$ cat config.mk
export PLATFORM = sky130hd
export DESIGN_NAME = dg_pkt_seq
export DESIGN_NICKNAME = d
export VERILOG_FILES = /design/src/rtl/dg_pkg.sv /design/src/rtl/dg_pkt_seq.sv
export SDC_FILE = /design/constraint.sdc
export NUM_CORES = 1
export LEC_CHECK = 0
export CAP_MARGIN = 10
export CELL_PAD_IN_SITES_DETAIL_PLACEMENT = 1
export CELL_PAD_IN_SITES_GLOBAL_PLACEMENT = 2
export CORE_MARGIN = 2
export CORE_UTILIZATION = 29
export CTS_BUF_LIST = sky130_fd_sc_hd__clkbuf_8
export DETAILED_ROUTE_END_ITERATION = 12
export GPL_TIMING_DRIVEN = 0
export PLACE_DENSITY_LB_ADDON = 0.1
export SLEW_MARGIN = 20
export SYNTH_ARGS = -nofsm -noshare
export SYNTH_HDL_FRONTEND = slang
export SYNTH_SLANG_ARGS = --single-unit
export TNS_END_PERCENT = 20
$ cat constraint.sdc
create_clock -name clk -period 4.5 [get_ports clk]
set_input_delay 0.9 -clock clk [delete_from_list [all_inputs] [get_ports clk]]
set_output_delay 0.9 -clock clk [all_outputs]
set_load 0.05 [all_outputs]
$ cat src/rtl/dg_pkg.sv
// dg_pkg: shared types for the data-generator packet sequencer.
//  dg_desc_t      descriptor word layout {wait_cyc, len, prior, da} (27 bits)
//  dg_seq_state_e sequencer FSM states
package dg_pkg;

    localparam int DA_W   = 4;
    localparam int PRIO_W = 3;
    localparam int LEN_W  = 10;
    localparam int WAIT_W = 10;
    localparam int DESC_W = DA_W + PRIO_W + LEN_W + WAIT_W;

    typedef struct packed {
        logic [WAIT_W-1:0] wait_cyc;
        logic [LEN_W-1:0]  len;
        logic [PRIO_W-1:0] prior;
        logic [DA_W-1:0]   da;
    } dg_desc_t;

    typedef enum logic [2:0] {
        ST_IDLE,
        ST_RD,
        ST_RDW,
        ST_WAIT,
        ST_SEND,
        ST_NEXT,
        ST_DONE
    } dg_seq_state_e;

endpackage

$ cat src/rtl/dg_pkt_seq.sv
// dg_pkt_seq: walks descriptors 0..NUM_DESC-1, idles each wait count, then streams its packet.
//  clk, rst_n              clock, asynchronous active-low reset
//  i_start                 run request, honoured only when idle
//  o_busy, o_done          run in progress, one-cycle completion pulse
//  o_ram_en/we/addr        descriptor RAM read port (we tied low)
//  i_ram_data              RAM read data, one cycle after o_ram_en
//  o_valid, i_ready        beat handshake
//  o_sop, o_eop, o_data    beat framing and payload {desc_idx[7:0], beat_idx[9:0]}
//  o_da, o_prior, o_len    header fields of the packet being sent
module dg_pkt_seq
    import dg_pkg::*;
#(
    parameter int DATA_WIDTH = 32,
    parameter int ADDR_WIDTH = 10,
    parameter int NUM_DESC   = 10
) (
    input  logic                  clk,
    input  logic                  rst_n,
    input  logic                  i_start,
    output logic                  o_busy,
    output logic                  o_done,
    output logic                  o_ram_en,
    output logic                  o_ram_we,
    output logic [ADDR_WIDTH-1:0] o_ram_addr,
    input  logic [DATA_WIDTH-1:0] i_ram_data,
    output logic                  o_valid,
    input  logic                  i_ready,
    output logic                  o_sop,
    output logic                  o_eop,
    output logic [DATA_WIDTH-1:0] o_data,
    output logic [3:0]            o_da,
    output logic [2:0]            o_prior,
    output logic [9:0]            o_len
);

    localparam logic [ADDR_WIDTH-1:0] LAST_IDX = ADDR_WIDTH'(NUM_DESC - 1);

    dg_seq_state_e         state_q, state_d;
    logic [ADDR_WIDTH-1:0] idx_q, idx_d;
    dg_desc_t              desc_q, desc_d;
    logic [WAIT_W-1:0]     wait_q, wait_d;
    logic [LEN_W-1:0]      beat_q, beat_d;
    dg_desc_t              ram_desc;
    logic [7:0]            desc_idx;
    logic                  last_beat;

    assign ram_desc  = dg_desc_t'(i_ram_data[DESC_W-1:0]);
    assign desc_idx  = 8'({8'd0, idx_q});
    assign last_beat = beat_q == desc_q.len - LEN_W'(1);

    if (DATA_WIDTH > DESC_W) begin : g_spare
        logic unused_ram_bits;
        assign unused_ram_bits = ^i_ram_data[DATA_WIDTH-1:DESC_W];
    end

    always_ff @(posedge clk or negedge rst_n) begin
        if (!rst_n) begin
            state_q <= ST_IDLE;
            idx_q   <= '0;
            desc_q  <= '0;
            wait_q  <= '0;
            beat_q  <= '0;
        end else begin
            state_q <= state_d;
            idx_q   <= idx_d;
            desc_q  <= desc_d;
            wait_q  <= wait_d;
            beat_q  <= beat_d;
        end
    end

    always_comb begin
        state_d = state_q;
        idx_d   = idx_q;
        desc_d  = desc_q;
        wait_d  = wait_q;
        beat_d  = beat_q;
        unique case (state_q)
            ST_IDLE: begin
                if (i_start) begin
                    state_d = ST_RD;
                    idx_d   = '0;
                end
            end
            ST_RD: state_d = ST_RDW;
            ST_RDW: begin
                // Routing decided from the raw RAM word; the register is only loaded now.
                desc_d  = ram_desc;
                wait_d  = ram_desc.wait_cyc;
                beat_d  = '0;
                state_d = (ram_desc.len == '0) ? ST_NEXT :
                          (ram_desc.wait_cyc == '0) ? ST_SEND : ST_WAIT;
            end
            ST_WAIT: begin
                wait_d  = wait_q - WAIT_W'(1);
                state_d = (wait_q == WAIT_W'(1)) ? ST_SEND : ST_WAIT;
            end
            ST_SEND: begin
                if (i_ready) begin
                    beat_d  = last_beat ? '0 : beat_q + LEN_W'(1);
                    state_d = last_beat ? ST_NEXT : ST_SEND;
                end
            end
            ST_NEXT: begin
                state_d = (idx_q == LAST_IDX) ? ST_DONE : ST_RD;
                idx_d   = (idx_q == LAST_IDX) ? idx_q : idx_q + ADDR_WIDTH'(1);
            end
            ST_DONE: state_d = ST_IDLE;
            default: state_d = ST_IDLE;
        endcase
    end

    assign o_busy     = state_q != ST_IDLE;
    assign o_done     = state_q == ST_DONE;
    assign o_ram_en   = state_q == ST_RD;
    assign o_ram_we   = 1'b0;
    assign o_ram_addr = idx_q;
    assign o_valid    = state_q == ST_SEND;
    assign o_sop      = o_valid && beat_q == '0;
    assign o_eop      = o_valid && last_beat;
    assign o_data     = DATA_WIDTH'({desc_idx, beat_q});
    assign o_da       = desc_q.da;
    assign o_prior    = desc_q.prior;
    assign o_len      = desc_q.len;

endmodule

---- Word level (Yosys, flattened, before mapping) ----
Index checks and enable logic that the tools add are counted.
storage, ports and cells
  output and inout bits ................... 66
  register bits after elaboration ......... 50
  word-level logic and storage cells ...... 51
  bits of input ports ..................... 36
operators by class
  reduce and logical (&&, ||, !) cells .... 13
  add/sub/neg operators ................... 4
  mux-type cells .......................... 15
  equal/unequal tests ..................... 12
operator list
  kind                     count
  $pmux W10 S2             3
  $mux W10                 4
  $logic_not A10 Y1        3
  $add A10 B1 Y10 const B  2
  $sub A10 B1 Y10 const B  2
  $mux W3                  6
  $pmux W3 S6              1
  $eq A10 B1 Y1 const B    1
  $eq A10 B10 Y1           1
  $eq A10 B4 Y1 const B    1
  $eq A3 B3 Y1 const B     3
  $eq A3 B2 Y1 const B     2
  $reduce_bool A2 Y1       3
  $ne A2 B2 Y1 const B     2
  $reduce_and A2 Y1        2
  $eq A3 B1 Y1 const B     1
  $logic_not A3 Y1         1
  $reduce_and A3 Y1        1
  $reduce_bool A3 Y1       1
  $logic_and A1 B1 Y1      2
  $ne A2 B1 Y1 const B     1
  $mux W1                  1

---- Longest topological paths before layout ----
  depth after elaboration ................. 5
  depth in mapped cells ................... 8
  gate-level depth less buffers ........... 8

---- Least setup slack after synthesis ----
OpenSTA, ideal clock, no wires.
  path type ............................... register to output
  from .................................... register state_q[1]
  to ...................................... output port o_sop
  arrival time ............................ 3122 ps
  stages on the path, launching flop included .. 6
  setup slack ............................. 478 ps
  required time ........................... 3600 ps
  buffers on the path ..................... 1
  cell sequence ........................... dfrtp_1 clkbuf_1 nand2b_1 nor2_1 nand2_1 nor4_1
between the ends
  word-level cells in the longest chain between the ends .. 2
RTL lines
  item                    RTL line           RTL
  from (decl)             dg_pkt_seq.sv:38   dg_seq_state_e state_q, state_d;
  from (signal assigned)  dg_pkt_seq.sv:64   state_q <= state_d;
  $eq A3 B3 Y1            dg_pkt_seq.sv:118  assign o_valid = state_q == ST_SEND;
  named net o_valid       dg_pkt_seq.sv:26   output logic o_valid,
  $logic_and A1 B1 Y1     dg_pkt_seq.sv:119  assign o_sop = o_valid && beat_q == '0;
  to (decl)               dg_pkt_seq.sv:28   output logic o_sop,
The timed path passes the listed nets, and every way through them passes these cells.

---- Worst setup path in the final report ----
  from .................................... register desc_q (netlist bit o_len[0])
  to ...................................... output port o_eop
between the ends
  word-level cells in the longest chain between the ends .. 3
RTL lines
  item                    RTL line           RTL
  from (decl)             dg_pkt_seq.sv:40   dg_desc_t desc_q, desc_d;
  from (signal assigned)  dg_pkt_seq.sv:66   desc_q <= desc_d;
  $sub A10 B1 Y10         dg_pkt_seq.sv:49   assign last_beat = beat_q == desc_q.len - LEN_W'(1);
  $eq A10 B10 Y1          dg_pkt_seq.sv:49
  $logic_and A1 B1 Y1     dg_pkt_seq.sv:120  assign o_eop = o_valid && last_beat;
  to (decl)               dg_pkt_seq.sv:29   output logic o_eop,
No other way between the ends.

==> results by group <==
Status
  – Status: finished, final reports clean

Synthesis
  – Mapped Area: 3170 µm²
  – Post-synthesis async set-or-reset flop share: 1.00
  – Yosys top cell area share: 0.394
  – Most used DFF post-synth: dfrtp_1
  – EDFF count, synth: 0
  – Sequential area share after synthesis: 0.394
  – Cells after Synth: 396
  – Mean Syn Cell Area: 8.02 µm²
  – #FFs+latches synth: 50
  – Ranking of synthesized cells by area: dfrtp_1, nand2_1, buf_4
  – Dominant cell type by area after synthesis: dfrtp_1
  – YS warnings: 0
  – Yosys cell types: 46

Timing
  – RSZ-0062 raised after global routing: false
  – Worst slew margin: 0.549
  – F_max: 0.241 GHz
  – TNS Setup: 0 ns
  – Setup violators final: 0
  – Final Critical Period: 4.16 ns
  – Slew @ Worst Pin: 0.670 ns
  – Final Hold Fails: 0
  – Worst hold margin: 0.482 ns
  – Final Max Slew Viols: 0
  – Clock skew: 0.0137 ns
  – Tcrit/Tclk final: 0.924

Clock network
  – Post-CTS Setup Bufs: 0
  – Number of CTS-inserted buffers: 5
  – Sinks on Clock Net: 50
  – CTS Root Cell: clkbuf_8
  – CTS tree: done
  – Cts hold-fix bufs: 0
  – Skew-Pair Late Insertion Delay: 0.31 ns
  – Clock tree buffer depth: 2
  – Clk slew on worst S/H paths: 0.09 ns
  – CTS-repair resized insts: 0
  – CTS H-tree lvls: 2

Route
  – Routed length per instance: 15.3 µm
  – Iteration count of the initial detailed-routing pass: 4
  – Residual DRC: 0
  – Initial DRC count: 77
  – Post-Route WL: 9730 µm
  – Vias/cell: 4.84
  – Vias: 3091
  – Antenna Nets Post-Route: 0

Floorplanning
  – Die width: 109 µm
  – Starting Density: 0.295
  – Std-Cell Rows: 38
  – Core area: 10700 µm²
  – Io pins: 102
  – Die area: 11800 µm²
  – Die Y: 109 µm

Pwr
  – Static leakage: 1.84 nW
  – Comb power frac: 0.575
  – Sw Share: 0.512
  – Sw Pwr: 1.27 mW
  – Clk network pwr share: 0.105
  – Reg power frac: 0.321
  – Peak VDD IR: 0.436 mV
  – PwrDens: 577 nW/µm²
  – Internal: 1.21 mW

Setup path
  – Setup CP Type: flop to primary output
  – Crit-path max FO: 8
  – Crit path DAT: 3.26 ns
  – Worst setup EP type: primary output
  – WP data required: 3.60 ns
  – Startpoint types: flop

Global route
  – Tot GR Track Use: 0.169
  – Number of global-route vias before repair: 3062
  – Pin count of the biggest net entering global routing: 51
  – Total gr overflow: 0
  – First-pass GRT wire length: 15600 µm
  – Initial antenna violation count: 0

Run
  – Max-cap check violation count: 0

Final layout
  – Diode count: 0
  – Proportion of layout cells with a drive suffix above 1: 0.0663
  – Commonest non-fill, non-tap cell in the layout: clkdlybuf4s50_1
  – Layout overhead on the synthesized area: 35.2%
  – Commonest non-fill, non-tap cells in the layout: clkdlybuf4s50_1, nand2_1, dfrtp_1
  – Nets: 541

Placement
  – Post-DP HPWL: 7370 µm
  – GP Congestion: 0.828
  – IO buf count: 81

Worst hold path
  – Hold WC Path Type: flop to flop
## per-stage QoR
step	instance area [µm²]	std cells	setup slack, ns	util	total power [mW]
after floorplan	3230	410	0.478	-	1.75
after global placement	4210	631	0.700	0.392	2.20
after detailed placement	4210	631	0.688	0.392	2.24
after CTS	4290	638	0.329	0.399	2.51
after global routing	4290	638	0.146	0.399	2.67
final	4290	638	0.343	0.399	2.48
## power groups by stage
stage / Sequential [mW] / Clock (mW) / Combinational [mW]
global route: 0.823 / 0.289 / 1.56
detailed placement: 0.805 / 0 / 1.43
floorplan: 1.09 / 0 / 0.663
CTS: 0.797 / 0.274 / 1.44
finish: 0.794 / 0.259 / 1.42
global placement: 0.800 / 0 / 1.40
## flip-flops by register name, summed over array words and instances (netlist names)
name / cells
beat_q: 10
o_len: 10
o_ram_addr: 10
wait_q: 10
o_da: 4
o_prior: 3
state_q: 3
## path summary, 6_finish.rpt
path	start	to	slack [ns]	cells past startpoint
setup / recovery	o_len[0]$_DFFE_PN0P_	o_eop	0.34	9
hold / removal	o_da[1]$_DFFE_PN0P_	o_da[1]$_DFFE_PN0P_	0.48	2
setup reg to reg	o_len[0]$_DFFE_PN0P_	beat_q[9]$_DFFE_PN0P_	1.75	8
hold reg to reg	o_da[1]$_DFFE_PN0P_	o_da[1]$_DFFE_PN0P_	0.48	2
max in group asynchronous	rst_n	beat_q[2]$_DFFE_PN0P_	3.41	1
min in group asynchronous	rst_n	wait_q[8]$_DFFE_PN0P_	0.60	1
## metal layers
layer  track usage  part of all wire  vias to the layer above
met1         0.225              0.46                     1486
met5             0                 0                        -
met2         0.290              0.49                       58
met4        0.0339            0.0082                        0
li1              -                 -                     1543
met3        0.0257             0.037                        4
## logic make-up (layout without fill, tap and decap cells)
group           after synthesis  after routing  share of synthesized area
simple gates                183            183                      0.275
compound gates               77             77                      0.142
buf+inv                      56            144                     0.0938
flops                        50             50                      0.394
xor+xnor                     20             20                     0.0595
fa+ha+maj                     7              7                     0.0276
mux                           2              2                    0.00631
other cells                   1             15                    0.00118
## critical path, stage by stage (launching register included)
cell and delay [ns]:
dfrtp_1 0.47, inv_1 0.10, ha_1 0.31, nor2b_1 0.17, or3_1 0.31, a31o_1 0.21, nor4_1 0.30, nand3_1 0.19
inv_1 0.10, clkdlybuf4s50_1 0.80
## cells in the mapped netlist (all sizes together) (2+ instances only)
library cell / count
nand2: 74
nand3: 21
xor2: 12
dfrtp: 50
or3: 5
a31oi: 7
inv: 17
o211ai: 3
or4b: 2
nor2b: 5
ha: 7
and3: 6
nor2: 29
clkbuf: 14
nor3: 18
nand2b: 2
xnor2: 7
o21ai: 31
a21oi: 16
o22ai: 8
a21o: 2
nor4: 9
mux2i: 2
buf: 25
a22oi: 2
or4: 6
and3b: 2
## final cells by class
class                   count  area, µm²
plain buffers              39        234
clock buffers               5       68.8
clock inverters             2       11.3
fillers                  1331       6450
inverters                  17       63.8
multi-input cells         304       1680
flip-flops and latches     50       1250
well taps                 140        175
repair buffers             81        808
Power figures use the tool's default switching activity.
